**src/rtl/fetch_queue_unit.sv**
```systemverilog
// Instruction prefetch unit: single-outstanding fetch engine feeding a DEPTH-entry {PC, NPC, instr} queue.
// Define FETCH_STALL_CNT_EN to add the stall_cnt output counting decode-starved cycles.
module fetch_queue_unit #(
  parameter int              BITS     = 32,
  parameter int              DEPTH    = 4,
  parameter logic [BITS-1:0] RESET_PC = '0,
  parameter int              PC_STEP  = 4
) (
  input  logic            clk,
  input  logic            rst,
  input  logic            j,
  input  logic [BITS-1:0] jPC,
  output logic            imem_req,
  output logic [BITS-1:0] imem_addr,
  input  logic            imem_ready,
  input  logic            imem_rvalid,
  input  logic [BITS-1:0] imem_rdata,
  output logic            dec_valid,
  input  logic            dec_ready,
  output logic [BITS-1:0] PC,
  output logic [BITS-1:0] NPC,
  output logic [BITS-1:0] instr
`ifdef FETCH_STALL_CNT_EN
  ,
  output logic [31:0]     stall_cnt
`endif
);

  localparam int PW = $clog2(DEPTH);
  localparam int CW = $clog2(DEPTH + 1);
  localparam logic [BITS-1:0] STEP = BITS'(PC_STEP);

  logic [BITS-1:0] fpc;
  logic [BITS-1:0] iss_addr;
  logic            out;
  logic            discard;
  logic [CW-1:0]   count;
  logic [PW-1:0]   rd_ptr;
  logic [PW-1:0]   wr_ptr;
  logic [BITS-1:0] pc_mem  [DEPTH];
  logic [BITS-1:0] ins_mem [DEPTH];
  logic            issue;
  logic            push;
  logic            pop;

  // Issue is allowed when the slot frees this cycle; count+out reserves room for the in-flight reply.
  always_comb begin
    imem_req  = !j && (!out || imem_rvalid) && ((32'(count) + 32'(out)) < 32'(DEPTH));
    issue     = imem_req && imem_ready;
    push      = imem_rvalid && out && !discard && !j;
    dec_valid = (count != '0) && !j;
    pop       = dec_valid && dec_ready;
  end

  assign imem_addr = fpc;

  always_comb begin
    PC    = '0;
    NPC   = '0;
    instr = '0;
    if (count != '0) begin
      PC    = pc_mem[rd_ptr];
      NPC   = pc_mem[rd_ptr] + STEP;
      instr = ins_mem[rd_ptr];
    end
  end

  always_ff @(posedge clk) begin
    if (!rst) begin
      fpc      <= RESET_PC;
      iss_addr <= RESET_PC;
      out      <= 1'b0;
      discard  <= 1'b0;
      count    <= '0;
      rd_ptr   <= '0;
      wr_ptr   <= '0;
    end else if (j) begin
      // A reply still in flight must be dropped when it finally shows up.
      fpc     <= jPC;
      count   <= '0;
      rd_ptr  <= '0;
      wr_ptr  <= '0;
      out     <= out && !imem_rvalid;
      discard <= out && !imem_rvalid;
    end else begin
      if (issue) begin
        fpc      <= fpc + STEP;
        iss_addr <= fpc;
      end
      if (issue)
        out <= 1'b1;
      else if (imem_rvalid)
        out <= 1'b0;
      if (imem_rvalid && out)
        discard <= 1'b0;
      if (push)
        wr_ptr <= wr_ptr + 1'b1;
      if (pop)
        rd_ptr <= rd_ptr + 1'b1;
      if (push && !pop)
        count <= count + 1'b1;
      else if (pop && !push)
        count <= count - 1'b1;
    end
  end

  always_ff @(posedge clk) begin
    if (push) begin
      pc_mem[wr_ptr]  <= iss_addr;
      ins_mem[wr_ptr] <= imem_rdata;
    end
  end

`ifdef FETCH_STALL_CNT_EN
  always_ff @(posedge clk) begin
    if (!rst)
      stall_cnt <= '0;
    else if (dec_ready && !dec_valid && (stall_cnt != 32'hFFFF_FFFF))
      stall_cnt <= stall_cnt + 32'd1;
  end
`endif

endmodule

```
**config.mk**
```make
export PLATFORM = sky130hd
export DESIGN_NAME = fetch_queue_unit
export DESIGN_NICKNAME = d
export VERILOG_FILES = /design/src/rtl/fetch_queue_unit.sv
export SDC_FILE = /design/constraint.sdc
export NUM_CORES = 1
export LEC_CHECK = 0
export CAP_MARGIN = 20
export CORE_MARGIN = 3
export CORE_UTILIZATION = 35
export DETAILED_ROUTE_END_ITERATION = 8
export PLACE_DENSITY_LB_ADDON = 0.12
export RECOVER_POWER = 100
export SLEW_MARGIN = 10
export SYNTH_ARGS = -nofsm -noshare
export SYNTH_HDL_FRONTEND = slang
export SYNTH_SLANG_ARGS = --single-unit
```
**constraint.sdc**
```tcl
create_clock -name clk -period 4.3 [get_ports clk]
set_clock_uncertainty 0.15 [all_clocks]
set_input_delay 0.86 -clock clk [delete_from_list [all_inputs] [get_ports clk]]
set_output_delay 0.86 -clock clk [all_outputs]
set_load 0.01 [all_outputs]
```
Word level (Yosys, flattened, before mapping) --
Memory sizes are Yosys's and may differ from the RTL's. A register that Yosys moved wholly into a read port is not among the register bits. Index checks and enable logic that the tools add are counted. W data, S select, Z words.
Operators by class: add/subtract/negate cells 7, multiply operators 0, divide/modulo/power cells 0, $lt $le $gt $ge 1, equality and inequality tests 0, shifts and indexed selects 0, muxes and demuxes 18, bitwise gates (word level) 2, reduce and logical (&&, ||, !) cells 25
Operator list (count):
- $mux W32 | 5
- $add A32 B3 Y32 const B | 2
- $logic_and A1 B1 Y1 | 11
- $mux W2 | 4
- $mux W1 | 7
- $logic_not A1 Y1 | 6
- $mux W3 | 2
- $reduce_bool A2 Y1 | 3
- $reduce_bool A3 Y1 | 2
- $add A2 B1 Y2 const B | 2
- $add A3 B1 Y4 | 1
- $lt A4 B3 Y1 const B | 1
- $add A3 B1 Y3 const B | 1
- $sub A3 B1 Y3 const B | 1
- $not A1 Y1 | 2
- $reduce_and A2 Y1 | 1
- $reduce_or A2 Y1 | 1
- $logic_or A1 B1 Y1 | 1
Storage, ports and cells: register bits 73, latch bits 0, memory bits (writable) 256, memory bits (read-only) 0, output and inout port bits 130, memories kept 2
Memory list:
- ins_mem | words 4, width 32, read ports 1, clocked after memory_dff 1, write ports 1, line 41 | logic [BITS-1:0] ins_mem [DEPTH];
- pc_mem | words 4, width 32, read ports 1, clocked after memory_dff 1, write ports 1, line 40 | logic [BITS-1:0] pc_mem [DEPTH];

Longest topological paths before layout --
Gate-level depths: netlist (run 1).
depth after elaboration 7, depth in mapped cells 9, depth with buffers taken out 9

Worst setup path after synthesis (run 1) --
OpenSTA, ideal clock, no wires.
path type input -> register, from in j, to mem ins_mem[1][0] (enable), arrival time 3.109 ns, setup slack 0.613 ns, stages on the path 3, cells stage by stage clkbuf_1 > nor3_1 > and2_1
Between the ends: longest elaborated chain between the ends 4
Ends and longest elaborated chain:
- from (decl) | line 11 | input logic j,
- $logic_not A1 Y1 | line 50 | push = imem_rvalid && out && !discard && !j;
- $logic_and A1 B1 Y1 | line 50
- named net push | line 43 | logic push;
- $mux W1 | line 108 | if (push) begin
- $mux W1 (implied by the code) | line 110 | ins_mem[wr_ptr] <= imem_rdata;
- to (decl) | line 41
The timed path passes the listed nets, and every way through them passes these cells.

==> results.py, run 1 <==
metrics = {
    "sta": {
        "rsz0062_at_grt": "false",
        "slew_violations": 79,
        "fmax_mhz": 238.2,
        "fin_crit_sh": 0.9763,
        "hold_violations": 0,
        "tightest_slew_ps": 1748,
        "setup_viol": 0,
        "period_needed_ps": 4198,
        "relSlewSlack": -0.1653,
    },
    "power": {
        "power_uw": 7268,
        "leakage_uw": 0.006094,
        "peakVddDrop_mv": 0.1976,
        "power_density_nw_per_um2": 402.4,
    },
    "clock_network": {
        "clkSlewWorstSetupHoldPaths_ps": 60,
        "htree_levels": 2,
        "clk_latency_ps": 510,
        "cts_buffers": 38,
        "tritoncts": "built",
        "cts.sinks": 331,
        "cts-root-buf": "clkbuf_16",
        "cts.path.max_buffers": 3,
        "hold_buffers": 0,
    },
    "run": {
        "maxCapViolations": 3,
    },
    "layout": {
        "drive_gt1_frac": 0.1631,
        "instances_no_fill": 1744,
        "fill_cells": 3521,
        "nets": 1276,
        "syn_to_final_growth_pct": 30.00,
        "antenna_cells": 0,
        "final_util": 0.4641,
    },
    "grt": {
        "grt_pass1_wl_mm": 53.33,
        "grt_util_met1": 0.2331,
        "grt.overflow.total": 0,
        "grtUsageTotal": 0.1628,
        "antenna_found_initial": 0,
        "grt_start_max_net_pins": 48,
        "grt.met2_usage": 0.2574,
        "met3_usage": 0.03006,
        "grt_busiest_layer": "met2",
        "grt_pass1_vias": 8943,
    },
    "placed_design": {
        "io_buffers": 199,
        "hpwl_mm": 22.96,
        "place_congestion": 0.8013,
        "dp_cells": 1657,
    },
    "synthesis": {
        "synthXorXnorAreaFrac": 0.01261,
        "synth-compound-area-share": 0.05232,
        "synthMuxAreaShare": 0.1218,
        "ys_ff_latch": 331,
        "synth-simple-area-share": 0.1188,
        "syn_avg_cell_area_um2": 14.29,
        "ys_top_cells_by_count": "edfxtp_1, nand2_1, dfxtp_1",
        "ys.flop_type": "edfxtp_1",
        "synth_top_family_by_area": "multiplexers",
        "synth_nets": 1050,
        "synth_seq_area_share": 0.6614,
        "ys_warn_count": 0,
        "async_flop_share": 0,
        "ys_top_cells_by_area": "edfxtp_1, dfxtp_1, mux4_2",
        "synth_cells": 972,
        "synth_cell_type_count": 54,
        "synth-edff-count": 256,
        "synthAdderAreaFrac": 0.007745,
        "synth_top_cell_by_area": "edfxtp_1",
        "yosysMostFrequentCell": "edfxtp_1",
        "synth_top_area_frac": 0.5533,
        "netlist_area_um2": 13890,
    },
    "drt": {
        "dr.pass1.iters": 4,
        "post_drt_wl_per_cell_um": 19.81,
        "vias": 8791,
        "ant_nets": 0,
        "drc": 0,
        "wl_mm": 34.55,
        "drt_iter0_markers": 476,
        "routed_via_density": 5.041,
    },
    "die": {
        "std_cell_rows": 72,
        "start_util": 0.3570,
        "core_area_um2": 38920,
        "die_h_um": 205.2,
        "dieArea_um2": 42120,
        "io_pins": 200,
        "dieWidth_um": 205.2,
    },
    "setup_path": {
        "crit_path_start_kind": "flip-flop",
        "worstSetupEndpointType": "output pin",
        "timing.rr.start": "out$_SDFFE_PN0P_",
        "path_max_fanout": 6,
        "cp.arrival_ps": 3190,
        "worstPathRequired_ps": 3290,
        "critPathKind": "flip-flop to output pin",
    },
    "outcome": {
        "outcome": "finished, violations left",
        "violations": "max-capacitance violations, max-slew violations",
    },
    "min_path": {
        "hold_path_startpoint": "imem_addr[1]$_SDFFE_PN0P_",
        "hp-class": "flip-flop to flip-flop",
    },
}
==> repair_timing <==
action,4_1_cts,5_1_grt
endpoints found under the hold margin,0,0
setup endpoints to repair,48,13
resized for setup,39,11
buffers inserted,7,12
pin swaps,2,1
==> final timing paths <==
kind | endpoint | depth (start not counted) | slack, ps
max | NPC[30] | 7 | 100
min | iss_addr[1]$_SDFFE_PN0P_ | 2 | 340
max reg2reg | ins_mem[3][5]$_DFFE_PP_ | 5 | 1050
min reg2reg | iss_addr[1]$_SDFFE_PN0P_ | 2 | 340
==> layout make-up <==
type	instances	area, um^2	area share
sequential	331	9196	0.5092
multi-input combinational	564	4407	0.2440
timing repair buffer	245	2400	0.1329
clock buffer	44	994.7	0.05507
tap	518	648.1	0.03588
clock inverter	24	347.8	0.01926
inverter	18	67.56	0.003741
==> layout by cell type (no fill, tap or decap), types with 4 or more instances in the layout <==
cell,n
nor4_1,10
or4_1,4
a31oi_1,14
nor3_2,9
bufinv_16,9
and2_0,24
edfxtp_1,256
clkinv_2,4
nor2_1,56
dfxtp_1,73
clkbuf_1,9
nand3_1,16
and3_1,6
nor3_1,11
clkbuf_16,39
o21ai_0,23
xor2_1,8
mux2_2,14
ha_1,7
buf_12,5
clkinv_1,8
mux4_2,62
inv_1,16
buf_4,27
and2_1,41
and4_1,7
buf_6,6
dlygate4sd2_1,10
dlygate4sd3_1,112
a21oi_1,64
xnor2_1,12
or3_1,10
nand2_1,100
clkdlybuf4s50_1,75
nand4_1,16
o211ai_1,4
mux2i_1,6
==> logic make-up after synthesis <==
group                    after synthesis
multiplexers                          85
adder cells (fa/ha/maj)                8
XOR/XNOR                              20
AO/OA/AOI/OAI                        126
AND/OR/NAND/NOR                      325
flip-flops                           331
buffers and inverters                 77
==> sequential cells by signal, summed over array words and instances, names as in the netlist, named ones only <==
signal	count
wr_ptr	2
ins_mem	128
rd_ptr	2
out	1
pc_mem	128
discard	1
count	3
imem_addr	32
iss_addr	32
==> through the flow <==
step	instance area (um^2)	hold WS (ps)	TNS, ps	worst slack, ps
floorplan	13890	310.0	0	612.7
global placement	16530	326.1	0	145.5
detailed placement	16530	324.8	0	120.4
CTS	17980	340.4	-18.04	-18.04
global route	18060	372.2	0	0.05662
finish	18060	335.6	0	101.9
==> per-layer routing <==
layer	share of wire	up-vias
met5	0	-
met3	0.050	47
met4	0.020	0
li1	-	4146
met2	0.46	242
met1	0.47	4356
==> where the power goes <==
group / switching, uW / total, uW / internal, uW / leakage, uW
Sequential: 48.6 / 3510 / 3470 / 0.00296
Clock: 1230 / 3430 / 2200 / 0.000645
Combinational: 168 / 326 / 158 / 0.00248
==> critical path, stage by stage, from the launching register on <==
cell and delay, ps:
dfxtp_4 380, buf_6 160, mux4_2 380, nand4_4 130, or4_4 590, nor3_2 150
mux2_2 390, clkdlybuf4s50_1 490
(Power assumes the default switching activity.)
==> run 2, diff against run 1 <==
--- a/config.mk
+++ b/config.mk
@@ -5,12 +5,13 @@
 export SDC_FILE = /design/constraint.sdc
 export NUM_CORES = 1
 export LEC_CHECK = 0
-export CAP_MARGIN = 20
+export CAP_MARGIN = 5
 export CORE_MARGIN = 3
 export CORE_UTILIZATION = 35
 export DETAILED_ROUTE_END_ITERATION = 8
 export PLACE_DENSITY_LB_ADDON = 0.12
 export RECOVER_POWER = 100
+export REMOVE_ABC_BUFFERS = 1
 export SLEW_MARGIN = 10
 export SYNTH_ARGS = -nofsm -noshare
 export SYNTH_HDL_FRONTEND = slang
==> run 2 against run 1 <==
Against the previous run: the run still ends with max-capacitance violations, max-slew violations left; worst hold slack lost 12 ps; non-clock buffer count down 6; via count hardly changed; maximum frequency decreased by 1.9%; largest power group unchanged; largest cell class unchanged.
==> results.py, run 2 (same netlist as run 1, synthesis figures left out) <==
metrics = {
    "setup_path": {
        "critPathBufInv": 2,
        "cp_top_family": "simple AND/OR/NAND/NOR gates",
        "path_max_fanout": 11,
        "worstSetupEndpointType": "output pin",
        "worstPathRequired_ps": 3290,
        "cp.arrival_ps": 3270,
        "crit_path_start_kind": "flip-flop",
        "cpPeakStageDelay_ps": 620,
        "slowest_stage": "or4_4",
        "path_cells": "buf_12 > mux4_2 > nand4_4 > or4_4 > nor3_2 > mux2_2 > clkdlybuf4s50_1",
        "critPathKind": "flip-flop to output pin",
    },
    "drt": {
        "dr.pass1.iters": 5,
        "vias": 8796,
        "routed_via_density": 5.058,
        "post_drt_wl_per_cell_um": 20.08,
        "drt_iter0_markers": 438,
        "wl_mm": 34.91,
        "drc": 0,
        "ant_nets": 0,
    },
    "placed_design": {
        "place_congestion": 0.8363,
        "hpwl_mm": 23.23,
        "io_buffers": 199,
        "dp_cells": 1659,
    },
    "layout": {
        "register_area_um2": 9196,
        "layout_common_cells": "edfxtp_1, clkdlybuf4s50_1, nand2_1",
        "nets": 1270,
        "syn_to_final_growth_pct": 28.62,
        "fill_cells": 3563,
        "drive_gt1_frac": 0.1590,
        "multi_input_area_um2": 4439,
        "reg.largest.list": "ins_mem: 128 flops, pc_mem: 128 flops",
        "instances_no_fill": 1739,
        "layout_commonest_cell": "edfxtp_1",
    },
    "die": {
        "start_util": 0.3570,
        "std_cell_rows": 72,
        "dieWidth_um": 205.2,
        "die_h_um": 205.2,
        "io_pins": 200,
        "dieArea_um2": 42120,
        "core_area_um2": 38920,
    },
    "grt": {
        "grtUsageTotal": 0.1645,
        "grt.overflow.total": 0,
        "grt_pass1_vias": 8916,
        "grt_start_max_net_pins": 45,
        "grt_pass1_wl_mm": 53.55,
        "antenna_found_initial": 1,
    },
    "clock_network": {
        "hold_buffers": 0,
        "cts-root-buf": "clkbuf_16",
        "clk_latency_ps": 520,
        "htree_levels": 2,
        "cts.path.max_buffers": 3,
        "tritoncts": "built",
        "cts_buffers": 37,
        "cts.sinks": 331,
        "clkSlewWorstSetupHoldPaths_ps": 50,
    },
    "power": {
        "p_switching_uw": 1427,
        "power_frac_clock": 0.438,
        "power_frac_seq": 0.513,
        "leakage_uw": 0.006004,
        "power_density_nw_per_um2": 383.1,
        "power_uw": 6845,
        "p_int_uw": 5418,
        "peakVddDrop_mv": 0.2209,
        "combPwrFrac": 0.049,
        "switching_share": 0.2084,
    },
    "sta": {
        "hold_violations": 0,
        "slew_violations": 125,
        "period_needed_ps": 4281,
        "tightest_slew_ps": 2015,
        "finalSetupTns_ps": 0,
        "relSlewSlack": -0.3440,
        "setup_viol": 0,
        "rsz0062_at_grt": "true",
        "fin_crit_sh": 0.9955,
        "fmax_mhz": 233.6,
    },
    "min_path": {
        "hp-class": "flip-flop to flip-flop",
    },
    "run": {
        "maxCapViolations": 5,
    },
    "outcome": {
        "violations": "max-capacitance violations, max-slew violations",
        "outcome": "finished, violations left",
    },
}
[run 2: cell count changes in the layout (fill, tap and decap cells not counted), moves of 3 or more]
| cell | change |
|---|---|
| dlygate4sd3_1 | -40 |
| bufinv_16 | -7 |
| clkbuf_2 | +3 |
| dlygate4sd2_1 | -8 |
| clkdlybuf4s50_1 | +38 |
| clkbuf_8 | +5 |
| dlymetal6s2s_1 | +8 |
| mux4_1 | +4 |
| mux4_2 | -4 |
| and2_0 | -20 |
| buf_6 | -4 |
| and2_1 | +20 |
[run 2: worst min-delay path, stage by stage (launching register included)]
cell and delay, ps:
dfxtp_1 320, nand2_1 60, a21oi_1 50
[run 2: worst paths after layout]
path | startpoint | to | slack, ps | depth (start not counted)
worst max-delay path | flip-flop | NPC[24] | 20 | 7
worst min-delay path | imem_addr[0]$_SDFFE_PN0P_ | iss_addr[0]$_SDFFE_PN0P_ | 320 | 2
worst max register to register | out$_SDFFE_PN0P_ | pc_mem[2][21]$_DFFE_PP_ | 930 | 5
worst min register to register | imem_addr[0]$_SDFFE_PN0P_ | iss_addr[0]$_SDFFE_PN0P_ | 320 | 2
[run 2: through the flow]
step / setup WS [ps] / hold WS (ps) / cell area (um^2) / utilization
after floorplan: -1584 / 310.0 / 13610 / -
after global placement: 189.0 / 321.5 / 16540 / 0.4250
after detailed placement: 159.5 / 318.7 / 16540 / 0.4250
after CTS: -125.5 / 329.4 / 17830 / 0.4582
after global routing: -77.96 / 355.1 / 17870 / 0.4591
final: 19.18 / 323.5 / 17870 / 0.4592
[run 2: power by group through the flow]
stage                     logic [uW]  clock network (uW)  registers, uW
after global placement           347                   0           3580
after CTS                        352                3090           3510
after detailed placement         348                   0           3580
final                            332                3000           3510
after floorplan                  125                   0           3580
after global routing             363                3230           3520
[run 2: timing repair]
| action | 4_1_cts | 5_1_grt |
|---|---|---|
| gates resized for setup | 15 | 35 |
| setup buffers | 8 | 3 |
| pin swaps | 1 | 3 |
| setup endpoints to repair | 22 | 20 |
| cloned | 1 | 0 |
[run 2: cell type report]
class / instances / area share
Sequential cell: 331 / 0.5146
Clock inverter: 18 / 0.007912
Multi-Input combinational cell: 565 / 0.2484
Timing Repair Buffer: 239 / 0.1317
Clock buffer: 49 / 0.05714
Inverter: 18 / 0.003781
Antenna cell: 1 / 0.0001400
Tap cell: 518 / 0.03627
[run 2: metal layers]
layer  global-route usage  vias up  routed length (um)
met4              0.04760        0                 823
met1               0.2277     4369               16020
met5                    0        -                   0
met3              0.02879       58                1570
li1                     -     4139                   -
met2               0.2679      230               16500
